`src/rtl/pc_pkg.sv`:
```
// Shared definitions for the program-counter unit: next-PC mode encodings
// and the type of the sel field.
package pc_pkg;

    typedef enum logic [1:0] {
        PC_SEQ    = 2'b00,
        PC_BRANCH = 2'b01,
        PC_CALL   = 2'b10,
        PC_RET    = 2'b11
    } pc_sel_e;

endpackage

```
`src/rtl/pc_unit_ras_stack.sv`:
```
// ras_stack: circular return-address stack with a top pointer and a count.
// Ports: clk, reset, push, pop, push_data, pop_data (current top), count,
// full, empty. A push while full overwrites the oldest entry.
module ras_stack #(
    parameter int W     = 32,
    parameter int DEPTH = 4
) (
    input  logic                       clk,
    input  logic                       reset,
    input  logic                       push,
    input  logic                       pop,
    input  logic [W-1:0]               push_data,
    output logic [W-1:0]               pop_data,
    output logic [$clog2(DEPTH+1)-1:0] count,
    output logic                       full,
    output logic                       empty
);

    localparam int PW = (DEPTH > 1) ? $clog2(DEPTH) : 1;
    localparam int CW = $clog2(DEPTH + 1);
    localparam logic [PW-1:0] LAST = PW'(DEPTH - 1);
    localparam logic [CW-1:0] MAXC = CW'(DEPTH);

    logic [W-1:0]  mem [DEPTH];
    logic [PW-1:0] ptr;
    logic [PW-1:0] ptr_inc;
    logic [PW-1:0] ptr_dec;

    // ptr is the next free slot; when full it points at the oldest entry,
    // so a push there overwrites it.
    always_comb begin
        ptr_inc = (ptr == LAST) ? '0 : ptr + 1'b1;
        ptr_dec = (ptr == '0) ? LAST : ptr - 1'b1;
    end

    assign full     = (count == MAXC);
    assign empty    = (count == '0);
    assign pop_data = mem[ptr_dec];

    always_ff @(posedge clk) begin
        if (reset) begin
            ptr   <= '0;
            count <= '0;
        end else if (push) begin
            ptr <= ptr_inc;
            if (!full)
                count <= count + 1'b1;
        end else if (pop && !empty) begin
            ptr   <= ptr_dec;
            count <= count - 1'b1;
        end
    end

    // Entry contents need no reset.
    always_ff @(posedge clk) begin
        if (!reset && push)
            mem[ptr] <= push_data;
    end

endmodule

```
`src/rtl/pc_unit.sv`:
```
// pc_unit: program counter with SEQ/BRANCH/CALL/RET next-PC selection and a
// circular return-address stack. Ports: clk, reset, pc_write, sel, target,
// pc, ras_count, ras_overflow, ras_underflow; with PC_ALIGN_CHECK_EN
// defined also misalign_err (misaligned target/return address, pc held).
module pc_unit
    import pc_pkg::*;
#(
    parameter int ADDR_W    = 32,
    parameter int RESET_VEC = 107,
    parameter int STEP      = 1,
    parameter int RAS_DEPTH = 4
) (
    input  logic                           clk,
    input  logic                           reset,
    input  logic                           pc_write,
    input  logic [1:0]                     sel,
    input  logic [ADDR_W-1:0]              target,
    output logic [ADDR_W-1:0]              pc,
    output logic [$clog2(RAS_DEPTH+1)-1:0] ras_count,
    output logic                           ras_overflow,
    output logic                           ras_underflow
`ifdef PC_ALIGN_CHECK_EN
    ,
    output logic                           misalign_err
`endif
);

    localparam logic [ADDR_W-1:0] INC = ADDR_W'(STEP);
    localparam logic [ADDR_W-1:0] RST = ADDR_W'(RESET_VEC);

    logic [ADDR_W-1:0] pc_next;
    logic [ADDR_W-1:0] pc_seq;
    logic [ADDR_W-1:0] pop_data;
    logic              push;
    logic              pop;
    logic              full;
    logic              empty;
    logic              ovf_next;
    logic              unf_next;
    logic              mis_next;
    logic              tgt_ok;
    logic              ret_ok;

    assign pc_seq = pc + INC;

`ifdef PC_ALIGN_CHECK_EN
    localparam logic [ADDR_W-1:0] MASK = ADDR_W'(STEP - 1);
    assign tgt_ok = ((target & MASK) == '0);
    assign ret_ok = ((pop_data & MASK) == '0);
`else
    assign tgt_ok = 1'b1;
    assign ret_ok = 1'b1;
`endif

    always_comb begin
        pc_next  = pc;
        push     = 1'b0;
        pop      = 1'b0;
        ovf_next = 1'b0;
        unf_next = 1'b0;
        mis_next = 1'b0;
        if (pc_write) begin
            unique case (sel)
                PC_SEQ: pc_next = pc_seq;
                PC_BRANCH: begin
                    if (tgt_ok) pc_next = target;
                    else        mis_next = 1'b1;
                end
                PC_CALL: begin
                    if (tgt_ok) begin
                        pc_next  = target;
                        push     = 1'b1;
                        ovf_next = full;
                    end else begin
                        mis_next = 1'b1;
                    end
                end
                PC_RET: begin
                    // An empty stack degrades RET to a sequential step.
                    if (empty) begin
                        pc_next  = pc_seq;
                        unf_next = 1'b1;
                    end else if (ret_ok) begin
                        pc_next = pop_data;
                        pop     = 1'b1;
                    end else begin
                        mis_next = 1'b1;
                    end
                end
                default: pc_next = pc;
            endcase
        end
    end

    always_ff @(posedge clk) begin
        if (reset) begin
            pc            <= RST;
            ras_overflow  <= 1'b0;
            ras_underflow <= 1'b0;
        end else begin
            pc            <= pc_next;
            ras_overflow  <= ovf_next;
            ras_underflow <= unf_next;
        end
    end

`ifdef PC_ALIGN_CHECK_EN
    always_ff @(posedge clk) begin
        if (reset) misalign_err <= 1'b0;
        else       misalign_err <= mis_next;
    end
`else
    logic unused_mis;
    assign unused_mis = mis_next;
`endif

    ras_stack #(
        .W     (ADDR_W),
        .DEPTH (RAS_DEPTH)
    ) u_ras (
        .clk       (clk),
        .reset     (reset),
        .push      (push),
        .pop       (pop),
        .push_data (pc_seq),
        .pop_data  (pop_data),
        .count     (ras_count),
        .full      (full),
        .empty     (empty)
    );

endmodule
```
`config.mk`:
```
export PLATFORM = sky130hd
export DESIGN_NAME = pc_unit
export DESIGN_NICKNAME = d
export VERILOG_FILES = /design/src/rtl/pc_pkg.sv /design/src/rtl/pc_unit_ras_stack.sv /design/src/rtl/pc_unit.sv
export SDC_FILE = /design/constraint.sdc
export NUM_CORES = 1
export LEC_CHECK = 0
export ABC_AREA = 1
export BUFFER_PORTS_ARGS = -buffer_cell sky130_fd_sc_hd__buf_4
export CAP_MARGIN = 20
export CORE_ASPECT_RATIO = 1.25
export CORE_MARGIN = 4
export CORE_UTILIZATION = 37
export DETAILED_ROUTE_END_ITERATION = 16
export REMOVE_ABC_BUFFERS = 1
export SYNTH_ARGS = -nofsm -noshare
export SYNTH_HDL_FRONTEND = slang
export SYNTH_SLANG_ARGS = --single-unit
```
`constraint.sdc`:
```
create_clock -name clk -period 3.1 [get_ports clk]
set_input_delay 0.465 -clock clk [delete_from_list [all_inputs] [get_ports clk]]
set_output_delay 0.465 -clock clk [all_outputs]
set_load 0.01 [all_outputs]
```
# After elaboration in Yosys (flattened, before gate mapping)
# Memory sizes are Yosys's and may differ from the RTL's.
# Cells that the tools add are included.
# Widths: inputs -> output; s select.
# totals
ff_bits	39
ram_bits	128
inputBits	37
output_inout_bits	37
elab_cells	49
n_memories	1
# mem_list
memory	depth	width	read_ports	rd_ports_with_merged_regs	write_ports	line_no	source
u_ras.mem	4	32	1	0	1	pc_unit_ras_stack.sv:24	logic [W-1:0] mem [DEPTH];
# op_classes
n_addsub	5
eq_ne	6
n_mux	17
n_bitwise	3
reduce_logical	12
# op_table
cell	n
$pmux 32 s3	1
$add 32x1->32 const B	1
$mux 32	1
$mux 3	3
$mux 1	8
$mux 2	4
$eq 2x2->1 const B	3
$reduce_or 3->1	2
$logic_not 2->1	2
$add 3x1->3 const B	1
$eq 3x3->1 const B	1
$logic_not 3->1	1
$not 1->1	3
$sub 3x1->3 const B	1
$add 2x1->2 const B	1
$eq 2x1->1 const B	1
$logic_and 1x1->1	2
$logic_not 1->1	2
$ne 2x2->1 const B	1
$reduce_and 2->1	1
$reduce_bool 2->1	1
$reduce_or 2->1	1
$sub 2x1->2 const B	1

# Depth between registers and ports, before layout
# Gate-level depths: netlist (run 1).
# logic_depth
ltp_word	7
mapped_depth	13
ltp_nobuf	12

# Cells and area by module
# Synthesis (run 1) repeated with hierarchy kept, for this count alone.
# hier_totals
hier_cells	925
area_unflattened_um2	8369.3
# by_module_without_submodules
module	n_inst	cells_per_inst	area_per_inst_um2	seq_area_each_um2
ras_stack	1	376	5180.0	3943.8
pc_unit	1	549	3189.3	680.7

# Worst setup path before layout (run 1)
# No wires, ideal clock.
# synth_path
path_type	input to register
startpoint	input port sel[0]
endpoint	memory u_ras.mem[0][0], enable pin
setup_time_ns	0.421
arrival_time_ns	2.402
required_time_ns	2.679
path_slack_ns	0.277
stages	6
n_path_buf	0
cell_sequence	inv_1 -> ha_1 -> nand2_1 -> inv_1 -> nand2_1 -> nor2_1
# synth_between
elab_chain_cells	6
# synth_rtl
element	line_no	source
start, declared	pc_unit.sv:16	input logic [1:0] sel,
$eq 2x2->1	pc_unit.sv:63	unique case (sel)
$mux 1	pc_unit.sv:63	
$mux 1	pc_unit.sv:62	if (pc_write) begin
$logic_and 1x1->1	pc_unit_ras_stack.sv:56	if (!reset && push)
$mux 1	pc_unit_ras_stack.sv:56	
$mux 1 (not written as such)	pc_unit_ras_stack.sv:57	mem[ptr] <= push_data;
end, declared	pc_unit_ras_stack.sv:24	
# Every way passes these cells.

# Worst setup path in the final report (run 1)
# layout_path
startpoint	register u_ras.ptr[0]
endpoint	register pc[26]
# layout_between
elab_chain_cells	5
word_cells_on_any_way	6
cone_classes	add/sub (1); mux (3); reduce/logical (1); memory (1)
# layout_rtl
element	line_no	source
start, declared	pc_unit_ras_stack.sv:25	logic [PW-1:0] ptr;
start signal, assigned	pc_unit_ras_stack.sv:45	ptr <= ptr_inc;
start signal, assigned	pc_unit_ras_stack.sv:49	ptr <= ptr_dec;
$sub 2x1->2 or $logic_not 2->1 (tied branches)	pc_unit_ras_stack.sv:33	ptr_dec = (ptr == '0) ? LAST : ptr - 1'b1;
$mux 2 (*)	pc_unit_ras_stack.sv:33	
$mem_v2 4x32 (*)	n/a	
$mux 32 (*)	pc_unit.sv:80	if (empty) begin
$pmux 32 s3 (*)	pc_unit.sv:63	
end signal, assigned	pc_unit.sv:101	pc <= pc_next;
end, declared	pc_unit.sv:18	output logic [ADDR_W-1:0] pc,
# Every way passes the cells marked *; elsewhere a longest branch is shown, timed or not.
# A chain may end at the register's enable or synchronous reset.

==> impl_metrics.prom, run 1 <==
# TYPE chip_impl_metric gauge
chip_impl_metric{name="relSlewSlack",unit=""} 0.461
chip_impl_metric{name="basic_gate_share_of_the_synthesized_area_counting_and_or_nand_and_nor_cells",unit=""} 0.314
chip_impl_metric{name="power-per-cell-area",unit="nW/um2"} 526
chip_impl_metric{name="placedInstanceArea",unit="um2"} 9250
chip_impl_metric{name="final_cell_count_no_fill",unit=""} 1341
chip_impl_metric{name="place_inst",unit=""} 1309
chip_impl_metric{name="global_route.usage.met2",unit=""} 0.329
chip_impl_metric{name="antenna_violations_before_repair",unit=""} 0
chip_impl_metric{name="effective_utilization_at_floorplan",unit=""} 0.376
chip_impl_info{name="grt_most_used_layer",value="met2"} 1
chip_impl_info{name="clockRootBuffer",value="clkbuf_16"} 1
chip_impl_metric{name="detail_route.vias_per_cell",unit=""} 5.10
chip_impl_metric{name="timing.setup.tns",unit="ns"} 0
chip_impl_metric{name="synthesis.instances",unit=""} 979
chip_impl_info{name="slowest_stage",value="nand2_2"} 1
chip_impl_metric{name="die-height",unit="um"} 176
chip_impl_metric{name="post_cts_setup_buffer_count",unit=""} 0
chip_impl_info{name="yosys-top-cells-count",value="nand2_1 (323), nand3_1 (159), edfxtp_1 (128)"} 1
chip_impl_metric{name="overall_die_width",unit="um"} 142
chip_impl_metric{name="remaining_drc_errors",unit=""} 0
chip_impl_info{name="cell_accounting_for_the_most_synthesized_area",value="edfxtp_1"} 1
chip_impl_metric{name="stdcell_area",unit="um2"} 9780
chip_impl_metric{name="globalRouteMet1Util",unit=""} 0.237
chip_impl_metric{name="post_route_cells_drive_above_1_share",unit=""} 0.145
chip_impl_metric{name="yosysWarningCount",unit=""} 0
chip_impl_metric{name="die-area",unit="um2"} 25000
chip_impl_metric{name="gpl.final_weighted_congestion",unit=""} 0.906
chip_impl_info{name="critical_path.endpoint_type",value="register"} 1
chip_impl_metric{name="max_freq",unit="MHz"} 438
chip_impl_metric{name="report.final.slew_viol_count",unit=""} 0
chip_impl_metric{name="drtPass1Iterations",unit=""} 5
chip_impl_metric{name="critPathMaxStageDelay",unit="ns"} 0.48
chip_impl_metric{name="synth_top_cell_area_share",unit=""} 0.461
chip_impl_metric{name="synth.distinct_cells",unit=""} 33
chip_impl_metric{name="cts-resized-gates",unit=""} 0
chip_impl_metric{name="wire_length_of_the_first_global_routing_pass",unit="um"} 36300
chip_impl_metric{name="grt_overflow_total",unit=""} 0
chip_impl_metric{name="cts-hold-fix-buffers",unit=""} 0
chip_impl_metric{name="io-pin-count",unit=""} 74
chip_impl_metric{name="detailed_place_hpwl",unit="um"} 15300
chip_impl_info{name="synth_top_family_by_area",value="simple AND/OR/NAND/NOR gates"} 1
chip_impl_metric{name="synthesized_area_fraction_occupied_by_xor_and_xnor_cells",unit=""} 0.00630
chip_impl_metric{name="cts_buffers",unit=""} 17
chip_impl_metric{name="worstPathRequired",unit="ns"} 3.43
chip_impl_metric{name="synthesis.area",unit="um2"} 8340
chip_impl_metric{name="critPathMaxFanout",unit=""} 30
chip_impl_info{name="grt_setup_unrepaired",value="false"} 1
chip_impl_metric{name="postSynthAreaPerCell",unit="um2"} 8.52
chip_impl_metric{name="ys_seq_elements",unit=""} 167
chip_impl_metric{name="tritoncts_num_sinks",unit=""} 167
chip_impl_info{name="critPathKind",value="reg2reg"} 1
chip_impl_metric{name="final_setup_violations",unit=""} 0
chip_impl_metric{name="synthMuxAreaShare",unit=""} 0
chip_impl_metric{name="grt_usage",unit=""} 0.190
chip_impl_metric{name="arrival",unit="ns"} 2.61
chip_impl_metric{name="route.detailed.wl_per_inst",unit="um"} 17.3
chip_impl_metric{name="postRouteWirelength",unit="um"} 23300
chip_impl_info{name="worst_min_delay_path_class",value="in2reg"} 1
chip_impl_metric{name="min_period_over_period",unit=""} 0.736
chip_impl_metric{name="syn2layout_area_growth",unit="%"} 17.2
chip_impl_metric{name="yosysSeqAreaShare",unit=""} 0.554
chip_impl_metric{name="grt_max_degree",unit=""} 53
chip_impl_info{name="path_cells",value="buf_4, nand2_2, buf_4, nand2_1, nand3_1, nand3_1, nand2_1, nand2_1, nand2_1, nor2_1, nor2_1"} 1
chip_impl_metric{name="leakage",unit="nW"} 3.93
chip_impl_metric{name="number_of_antenna_diodes",unit=""} 0
chip_impl_info{name="outcome",value="complete, no violations"} 1
chip_impl_info{name="post-synth-top-count-cell",value="nand2_1"} 1
chip_impl_metric{name="fp-row-count",unit=""} 61
chip_impl_metric{name="drt_iter0_drc",unit=""} 524
chip_impl_metric{name="ir_drop",unit="mV"} 0.369
chip_impl_metric{name="critPathBufInv",unit=""} 2
chip_impl_metric{name="grt_pass1_vias",unit=""} 6583
chip_impl_info{name="crit_path_start_kind",value="register"} 1
chip_impl_info{name="synth.area.top_cells",value="edfxtp_1 (46%), nand2_1 (15%), nand3_1 (9.5%)"} 1
chip_impl_info{name="critical-path-top-delay-family",value="simple AND/OR/NAND/NOR gates"} 1
chip_impl_metric{name="global_route.usage.met3",unit=""} 0.0338
chip_impl_metric{name="num_vias",unit=""} 6837
chip_impl_metric{name="number_of_flops_mapped_to_enable_cells_by_yosys",unit=""} 128
chip_impl_metric{name="timing.clock.skew",unit="ns"} 0.0125
chip_impl_metric{name="synth-compound-area-share",unit=""} 0.0534
chip_impl_metric{name="min_period",unit="ns"} 2.28
chip_impl_metric{name="ctsHtreeMaxLevel",unit=""} 4
chip_impl_info{name="tritoncts_clock_tree",value="built"} 1
chip_impl_metric{name="detail-route-antenna-nets",unit=""} 0
chip_impl_metric{name="port_buffers",unit=""} 73
chip_impl_metric{name="worst_slew_pin_slew",unit="ns"} 0.807
chip_impl_metric{name="cts_buffer_depth",unit=""} 2
chip_impl_metric{name="proportion_of_synthesized_flip_flops_having_asynchronous_set_or_reset",unit=""} 0
chip_impl_info{name="crit_top_cell",value="nand2_1"} 1
chip_impl_metric{name="num-nets-final",unit=""} 1091
chip_impl_metric{name="clock_insertion_delay_worst_skew",unit="ns"} 0.44
chip_impl_metric{name="clkTransAtPathRegs",unit="ns"} 0.07
chip_impl_metric{name="timing.final.hold_violations",unit=""} 0
chip_impl_info{name="synth_ff_type",value="edfxtp_1"} 1
chip_impl_metric{name="floorplan.core_area",unit="um2"} 22200
chip_impl_metric{name="max_cap_violations",unit=""} 0
chip_impl_metric{name="fraction_of_the_mapped_netlist_area_in_adder_cells",unit=""} 0.0144
## cells by family (layout without fill, tap and decap cells)
| group | after synthesis | in the layout |
|---|---|---|
| fa+ha+maj | 9 | 9 |
| simple gates | 600 | 600 |
| compound gates | 81 | 81 |
| flops | 167 | 167 |
| xor+xnor | 6 | 6 |
| buf+inv | 116 | 195 |
## worst reg2reg max path, stage by stage (launching register included)
cell and delay [ns]:
dfxtp_1 0.33, buf_4 0.35, nand2_2 0.49, buf_4 0.39
nand2_1 0.08, nand3_1 0.08, nand3_1 0.11, nand2_1 0.06
nand2_1 0.07, nand2_1 0.06, nor2_1 0.11, nor2_1 0.04
## cell type report
type / count / area, um2
Multi-Input combinational cell: 696 / 3270
Fill cell: 2156 / 12400
Clock inverter: 14 / 98.8
Timing Repair Buffer: 88 / 723
Clock buffer: 18 / 429
Tap cell: 283 / 354
Inverter: 75 / 282
Sequential cell: 167 / 4620
## stage by stage
stage / total power [mW] / worst slack (ns) / util / hold slack, ns
floorplan: 2.96 / 0.139 / - / 0.502
global placement: 3.26 / 0.778 / 0.417 / 0.511
detailed placement: 3.27 / 0.728 / 0.417 / 0.527
CTS: 5.17 / 0.800 / 0.440 / 0.315
global route: 5.35 / 0.590 / 0.440 / 0.355
finish: 5.14 / 0.819 / 0.440 / 0.326
## registers in the layout, indices dropped and copies added, names as in the netlist
name / cells
u_ras.mem: 128
pc: 32
u_ras.count: 3
u_ras.ptr: 2
ras_overflow: 1
ras_underflow: 1
## layout by cell type, fill, tap and decap left out, drive strengths merged, types with 6 or more instances in the layout
| cell type | netlist | layout |
|---|---|---|
| o21ai | 36 | 36 |
| a31oi | 8 | 8 |
| buf | 25 | 88 |
| edfxtp | 128 | 128 |
| nand3 | 160 | 160 |
| nand2 | 332 | 332 |
| clkbuf | 16 | 18 |
| a21oi | 31 | 31 |
| ha | 8 | 8 |
| inv | 74 | 79 |
| and2 | 11 | 11 |
| clkinv | 1 | 6 |
| nor2 | 90 | 90 |
| dfxtp | 39 | 39 |
## report_power, final
group	switching [mW]	internal, mW	leakage, nW
Sequential	0.0763	2.48	1.49
Clock	0.897	1.03	0.253
Combinational	0.437	0.226	2.19
Total	1.41	3.73	3.93
## worst paths after layout
check                           slack [ns]  cells after the start           start           end
worst max-delay path                  0.82                     11    u_ras.ptr[0]        pc[26]
worst min-delay path                  0.33                      5       target[1]         pc[1]
worst max register to register        0.82                     11    u_ras.ptr[0]        pc[26]
worst min register to register        0.54                      2  u_ras.count[2]  ras_overflow
## per-layer routing
metal  wire [um]  up-vias
li1            -     3394
met1        9710     3238
met2       11900      168
met3        1100       37
met4         514        0
met5           0        -
No activity file was read; power rests on OpenSTA's default activity.
==> inputs of run 2 (changes only) <==
==> constraint.sdc (replaced) <==
create_clock -name clk -period 1.9 [get_ports clk]
set_input_delay 0.285 -clock clk [delete_from_list [all_inputs] [get_ports clk]]
set_output_delay 0.285 -clock clk [all_outputs]
set_load 0.01 [all_outputs]
==> run 2 against run 1 <==
Clock skew is 0.0023 ns lower. Sequential power grew 63%. Fmax rose by 30%. Die area unchanged. Global-route usage grew 0.54 points. Cell area rose by 5.5%. Cell count rose by 2.7%. Non-clock buffer count grew 36. First-iteration DRC count increased by 9.2%. Clock-buffer cell count fell by 1. Largest cell class unchanged.
==> impl_metrics.prom, run 2 (synthesized netlist as in run 1, its figures left out) <==
# TYPE chip_impl_metric gauge
chip_impl_metric{name="max_cap_violations",unit=""} 0
chip_impl_info{name="critical-path-top-delay-family",value="simple AND/OR/NAND/NOR gates"} 1
chip_impl_metric{name="post_route_cells_drive_above_1_share",unit=""} 0.179
chip_impl_metric{name="detailed_place_hpwl",unit="um"} 16300
chip_impl_metric{name="min_period",unit="ns"} 1.76
chip_impl_info{name="path_cells",value="ha_2, inv_1, nor2_4, nand2_4, nor2_4, nand2_1, and2_1"} 1
chip_impl_metric{name="fp-row-count",unit=""} 61
chip_impl_metric{name="relSlewSlack",unit=""} 0.642
chip_impl_metric{name="r2r_slack",unit="ns"} 0.14
chip_impl_metric{name="report.final.slew_viol_count",unit=""} 0
chip_impl_metric{name="min_period_over_period",unit=""} 0.926
chip_impl_metric{name="clock_insertion_delay_worst_skew",unit="ns"} 0.43
chip_impl_metric{name="wire_length_of_the_first_global_routing_pass",unit="um"} 37600
chip_impl_metric{name="critPathMaxFanout",unit=""} 5
chip_impl_metric{name="die-area",unit="um2"} 25000
chip_impl_info{name="tritoncts_clock_tree",value="built"} 1
chip_impl_metric{name="number_of_antenna_diodes",unit=""} 0
chip_impl_metric{name="grt_max_degree",unit=""} 47
chip_impl_metric{name="gpl.final_weighted_congestion",unit=""} 0.869
chip_impl_metric{name="place_inst",unit=""} 1342
chip_impl_metric{name="cts_buffer_depth",unit=""} 2
chip_impl_metric{name="post_cts_setup_buffer_count",unit=""} 0
chip_impl_metric{name="cts_buffers",unit=""} 17
chip_impl_info{name="crit_top_cell",value="nor2_4"} 1
chip_impl_metric{name="detail-route-antenna-nets",unit=""} 0
chip_impl_metric{name="floorplan.core_area",unit="um2"} 22200
chip_impl_metric{name="power-per-cell-area",unit="nW/um2"} 873
chip_impl_metric{name="antenna_violations_before_repair",unit=""} 0
chip_impl_metric{name="stdcell_area",unit="um2"} 10300
chip_impl_metric{name="detail_route.vias_per_cell",unit=""} 5.11
chip_impl_metric{name="overall_die_width",unit="um"} 142
chip_impl_metric{name="io-pin-count",unit=""} 74
chip_impl_metric{name="drtPass1Iterations",unit=""} 7
chip_impl_metric{name="effective_utilization_at_floorplan",unit=""} 0.376
chip_impl_info{name="clockRootBuffer",value="clkbuf_16"} 1
chip_impl_metric{name="final_cell_count_no_fill",unit=""} 1377
chip_impl_info{name="outcome",value="complete, no violations"} 1
chip_impl_metric{name="worstPathRequired",unit="ns"} 2.06
chip_impl_metric{name="postRouteWirelength",unit="um"} 24700
chip_impl_metric{name="route.detailed.wl_per_inst",unit="um"} 18.0
chip_impl_metric{name="final_setup_violations",unit=""} 0
chip_impl_info{name="mostFrequentLayoutCell",value="nand2_1"} 1
chip_impl_metric{name="worst_slew_pin_slew",unit="ns"} 0.533
chip_impl_info{name="grt_setup_unrepaired",value="false"} 1
chip_impl_metric{name="critPathBufInv",unit=""} 1
chip_impl_metric{name="tritoncts_num_sinks",unit=""} 167
chip_impl_metric{name="clkTransAtPathRegs",unit="ns"} 0.07
chip_impl_metric{name="grt_pass1_vias",unit=""} 6888
chip_impl_info{name="critPathKind",value="reg2reg"} 1
chip_impl_info{name="critical_path.endpoint_type",value="register"} 1
chip_impl_info{name="crit_path_start_kind",value="register"} 1
chip_impl_metric{name="largest_reg_flops",unit=""} 128
chip_impl_metric{name="syn2layout_area_growth",unit="%"} 23.6
chip_impl_metric{name="ir_drop",unit="mV"} 0.575
chip_impl_metric{name="fillCellCount",unit=""} 2155
chip_impl_metric{name="grt_usage",unit=""} 0.195
chip_impl_metric{name="grt_overflow_total",unit=""} 0
chip_impl_metric{name="remaining_drc_errors",unit=""} 0
chip_impl_metric{name="die-height",unit="um"} 176
chip_impl_metric{name="num_vias",unit=""} 7031
chip_impl_metric{name="drt_iter0_drc",unit=""} 572
chip_impl_metric{name="port_buffers",unit=""} 73
chip_impl_info{name="slowest_stage",value="dfxtp_1"} 1
chip_impl_info{name="biggestRegsByFlops",value="u_ras.mem: 128 flops, pc: 32 flops, u_ras.count: 3 flops"} 1
chip_impl_info{name="worst_min_delay_path_class",value="in2reg"} 1
chip_impl_metric{name="timing.final.hold_violations",unit=""} 0
chip_impl_metric{name="max_freq",unit="MHz"} 569
chip_impl_info{name="leading_cell_types_in_the_layout_fill_and_taps_excluded",value="nand2_1 (323), nand3_1 (159), edfxtp_1 (128)"} 1
chip_impl_metric{name="post-route-util",unit=""} 0.464
chip_impl_metric{name="ctsHtreeMaxLevel",unit=""} 4
chip_impl_metric{name="critPathMaxStageDelay",unit="ns"} 0.40
chip_impl_info{name="regMostFlops",value="u_ras.mem"} 1
chip_impl_metric{name="num-nets-final",unit=""} 1127
chip_impl_metric{name="arrival",unit="ns"} 1.92
chip_impl_metric{name="timing.clock.skew",unit="ns"} 0.0102
chip_impl_metric{name="leakage",unit="nW"} 4.23
chip_impl_metric{name="placedInstanceArea",unit="um2"} 9590
[run 2: cell count changes in the layout (fill, tap and decap cells not counted), moves of 3 or more]
cell       delta
buf_12        +8
clkbuf_16     +3
clkinv_2      -4
bufinv_16     +3
clkinv_4      +3
buf_4        +24
[run 2: path summary, 6_finish.rpt]
| kind | endpoint | cells past startpoint | startpoint |
|---|---|---|---|
| min reg2reg | ras_overflow | 2 | u_ras.count[2] |
| min | pc[0] | 5 | target[0] |
| max reg2reg | u_ras.mem[2][16] | 7 | pc[1] |
| max | u_ras.mem[2][16] | 7 | pc[1] |
[run 2: worst reg2reg max path, stage by stage, from the launching register on]
cell	delay, ns
dfxtp_1	0.40
ha_2	0.24
inv_1	0.08
nor2_4	0.19
nand2_4	0.12
nor2_4	0.18
nand2_1	0.09
and2_1	0.21
[run 2: repair_timing]
item	CTS	global route
setup endpoints to repair	0	14
hold buffers	0	0
resized for setup	0	12
[run 2: area by class of cell]
class                           instances  area, um2  share of cell area
Inverter                               75        282              0.0273
Clock inverter                         15        190              0.0184
Sequential cell                       167       4630               0.449
Clock buffer                           17        425              0.0412
Timing Repair Buffer                  124       1150               0.111
Tap cell                              283        354              0.0343
Multi-Input combinational cell        696       3290               0.319
[run 2: metrics by stage]
stage	total power, mW	hold slack [ns]	setup WS, ns	TNS [ns]
after global routing	9.34	0.181	0.00531	0
final	9.00	0.162	0.141	0
after global placement	5.42	0.524	0.0674	0
after CTS	9.03	0.150	0.136	0
after detailed placement	5.43	0.496	0.0344	0
after floorplan	4.83	0.354	-1.06	-152.30
[run 2: power by group]
part / switching (mW) / internal [mW]
clock: 1.53 / 2.10
combinational: 0.763 / 0.469
sequential: 0.104 / 4.04
[run 2: per-layer routing]
metal,share of wire,routed length (um),track usage,up-vias
met3,0.053,1310,0.0327,37
li1,-,-,-,3457
met2,0.51,12600,0.333,205
met4,0.029,726,0.0781,0
met1,0.41,10100,0.245,3332
met5,0,0,0,-
==> inputs of run 3 (changes only) <==
--- a/config.mk
+++ b/config.mk
@@ -10,8 +10,10 @@
 export CAP_MARGIN = 20
 export CORE_ASPECT_RATIO = 1.25
 export CORE_MARGIN = 4
-export CORE_UTILIZATION = 37
+export CORE_UTILIZATION = 54
 export DETAILED_ROUTE_END_ITERATION = 16
+export MAX_ROUTING_LAYER = met4
+export PLACE_DENSITY = 0.76
 export REMOVE_ABC_BUFFERS = 1
 export SYNTH_ARGS = -nofsm -noshare
 export SYNTH_HDL_FRONTEND = slang
==> run 3 against run 2 <==
Cell count down 5.7%. Sequential power about the same. Clock-buffer cell count grew 2. Critical path type unchanged. Critical endpoint is now pc[30]. Largest cell class unchanged.
==> impl_metrics.prom, run 3 (synthesized netlist as in run 1, its figures left out) <==
# TYPE chip_impl_metric gauge
chip_impl_info{name="outcome",value="complete, no violations"} 1
chip_impl_metric{name="post_route_cells_drive_above_1_share",unit=""} 0.172
chip_impl_metric{name="die-height",unit="um"} 147
chip_impl_metric{name="timing.final.hold_violations",unit=""} 0
chip_impl_metric{name="io-pin-count",unit=""} 74
chip_impl_metric{name="grt_pass1_vias",unit=""} 6982
chip_impl_metric{name="worstPathRequired",unit="ns"} 2.21
chip_impl_info{name="biggestRegsByFlops",value="u_ras.mem: 128 flops, pc: 32 flops, u_ras.count: 3 flops"} 1
chip_impl_metric{name="min_period_over_period",unit=""} 0.931
chip_impl_metric{name="number_of_antenna_diodes",unit=""} 0
chip_impl_metric{name="tritoncts_num_sinks",unit=""} 167
chip_impl_metric{name="detail_route.vias_per_cell",unit=""} 5.56
chip_impl_metric{name="cts_buffers",unit=""} 17
chip_impl_metric{name="remaining_drc_errors",unit=""} 0
chip_impl_metric{name="max_cap_violations",unit=""} 0
chip_impl_metric{name="worst_slack_after_detailed_placement",unit="ns"} 0.0610
chip_impl_metric{name="cts_buffer_depth",unit=""} 2
chip_impl_metric{name="clock_insertion_delay_worst_skew",unit="ns"} 0.43
chip_impl_info{name="critPathKind",value="reg2reg"} 1
chip_impl_info{name="worst_min_delay_path_class",value="in2reg"} 1
chip_impl_info{name="critical_path.endpoint_type",value="register"} 1
chip_impl_info{name="clockRootBuffer",value="clkbuf_16"} 1
chip_impl_metric{name="worst_slew_pin_slew",unit="ns"} 0.431
chip_impl_metric{name="grt_max_degree",unit=""} 38
chip_impl_metric{name="antenna_violations_before_repair",unit=""} 0
chip_impl_metric{name="port_buffers",unit=""} 73
chip_impl_metric{name="floorplan.core_area",unit="um2"} 15100
chip_impl_metric{name="route.detailed.wl_per_inst",unit="um"} 17.5
chip_impl_info{name="tritoncts_clock_tree",value="built"} 1
chip_impl_metric{name="num-nets-final",unit=""} 1123
chip_impl_metric{name="min_period",unit="ns"} 1.77
chip_impl_metric{name="num_vias",unit=""} 7216
chip_impl_metric{name="final.hold.worst_slack",unit="ns"} 0.154
chip_impl_metric{name="grt_overflow_total",unit=""} 0
chip_impl_metric{name="grt_usage",unit=""} 0.268
chip_impl_metric{name="post_cts_setup_buffer_count",unit=""} 0
chip_impl_metric{name="clkTransAtPathRegs",unit="ns"} 0.07
chip_impl_metric{name="final_setup_violations",unit=""} 0
chip_impl_metric{name="timing.clock.skew",unit="ns"} 0.0104
chip_impl_metric{name="worst_slack",unit="ns"} 0.130
chip_impl_metric{name="internal_power",unit="mW"} 6.48
chip_impl_metric{name="ctsHtreeMaxLevel",unit=""} 4
chip_impl_metric{name="report.final.slew_viol_count",unit=""} 0
chip_impl_metric{name="ir_drop",unit="mV"} 0.567
chip_impl_metric{name="detail-route-antenna-nets",unit=""} 0
chip_impl_metric{name="overall_die_width",unit="um"} 119
chip_impl_metric{name="switching_share",unit=""} 0.263
chip_impl_metric{name="drt_iter0_drc",unit=""} 731
chip_impl_metric{name="gpl.final_weighted_congestion",unit=""} 0.929
chip_impl_metric{name="leakage",unit="nW"} 4.17
chip_impl_metric{name="largest_reg_flops",unit=""} 128
chip_impl_metric{name="wire_length_of_the_first_global_routing_pass",unit="um"} 35700
chip_impl_info{name="leading_cell_types_in_the_layout_fill_and_taps_excluded",value="nand2_1 (323), nand3_1 (159), edfxtp_1 (128)"} 1
chip_impl_metric{name="syn2layout_area_growth",unit="%"} 21.3
chip_impl_metric{name="postRouteWirelength",unit="um"} 22700
chip_impl_metric{name="relSlewSlack",unit=""} 0.710
chip_impl_metric{name="effective_utilization_at_floorplan",unit=""} 0.553
chip_impl_info{name="grt_setup_unrepaired",value="false"} 1
chip_impl_metric{name="post-route-util",unit=""} 0.671
chip_impl_metric{name="die-area",unit="um2"} 17500
chip_impl_metric{name="power-per-cell-area",unit="nW/um2"} 869
chip_impl_metric{name="critPathMaxFanout",unit=""} 18
chip_impl_info{name="crit_path_start_kind",value="register"} 1
chip_impl_metric{name="cts-hold-fix-buffers",unit=""} 0
chip_impl_metric{name="drtPass1Iterations",unit=""} 5
chip_impl_metric{name="fp-row-count",unit=""} 50
chip_impl_info{name="mostFrequentLayoutCell",value="nand2_1"} 1
chip_impl_metric{name="max_freq",unit="MHz"} 565
chip_impl_metric{name="arrival",unit="ns"} 2.08
chip_impl_metric{name="power_frac_comb",unit=""} 0.136
chip_impl_metric{name="power.share.clock",unit=""} 0.392
chip_impl_info{name="regMostFlops",value="u_ras.mem"} 1
chip_impl_metric{name="detailed_place_hpwl",unit="um"} 15200
chip_impl_metric{name="power.net_switching",unit="mW"} 2.31
chip_impl_metric{name="seq_power_share",unit=""} 0.472
-- run 3: changes by cell type in the layout (fill, tap and decap cells not counted), moves of 2 or more --
cell and change:
ha_2 -2, buf_4 -2, ha_1 +2, clkbuf_16 -2, clkinv_4 -2
-- run 3: area by class of cell --
class | count | area [um2]
timing repair buffer | 120 | 1080
fill | 1195 | 4960
clock inverter | 13 | 146
sequential | 167 | 4630
clock buffer | 19 | 443
tap | 208 | 260
multi-input combinational | 696 | 3280
inverter | 75 | 282
-- run 3: power by group through the flow --
stage	Clock, mW	Sequential, mW	Combinational [mW]
floorplan	0	4.23	0.594
global placement	0	4.22	1.15
detailed placement	0	4.22	1.18
CTS	3.45	4.15	1.18
global route	3.62	4.16	1.31
finish	3.44	4.15	1.20
-- run 3: worst paths after layout --
check / startpoint / to / slack (ns) / cells after the start
worst max register to register: u_ras.ptr[1] / pc[30] / 0.13 / 13
worst max-delay path: u_ras.ptr[1] / pc[30] / 0.13 / 13
worst min register to register: u_ras.count[2] / ras_overflow / 0.53 / 2
worst min-delay path: target[1] / pc[1] / 0.15 / 5
-- run 3: critical path, stage by stage, from the launching register on --
cell and delay (ns):
dfxtp_2 0.36, inv_1 0.06, ha_1 0.21, inv_2 0.12, nand2_4 0.11, clkbuf_16 0.22
nand2_1 0.08, nand3_1 0.06, nand3_1 0.09, nand2_1 0.06, nand2_1 0.05, nand2_1 0.06
nor2_1 0.12, nor2_1 0.06
-- run 3: what timing repair did --
item / 4_1_cts / 5_1_grt
setup endpoints to repair: 0 / 32
gates resized for setup: 0 / 5
hold endpoints to repair: 0 / 0
-- run 3: per-layer routing --
metal | GRT usage | routed length (um)
met1 | 0.335 | 9140
met2 | 0.447 | 11500
met3 | 0.0370 | 1570
met4 | 0.0980 | 561
met5 | - | 0
-- run 3: metrics by stage --
step | cell area [um2] | instances | setup TNS (ns) | total power, mW
final | 10100 | 1298 | 0 | 8.79
after global routing | 10100 | 1298 | 0 | 9.09
after CTS | 10100 | 1297 | 0 | 8.78
after detailed placement | 9490 | 1265 | 0 | 5.40
after global placement | 9490 | 1265 | 0 | 5.37
after floorplan | 8150 | 938 | -152.30 | 4.83
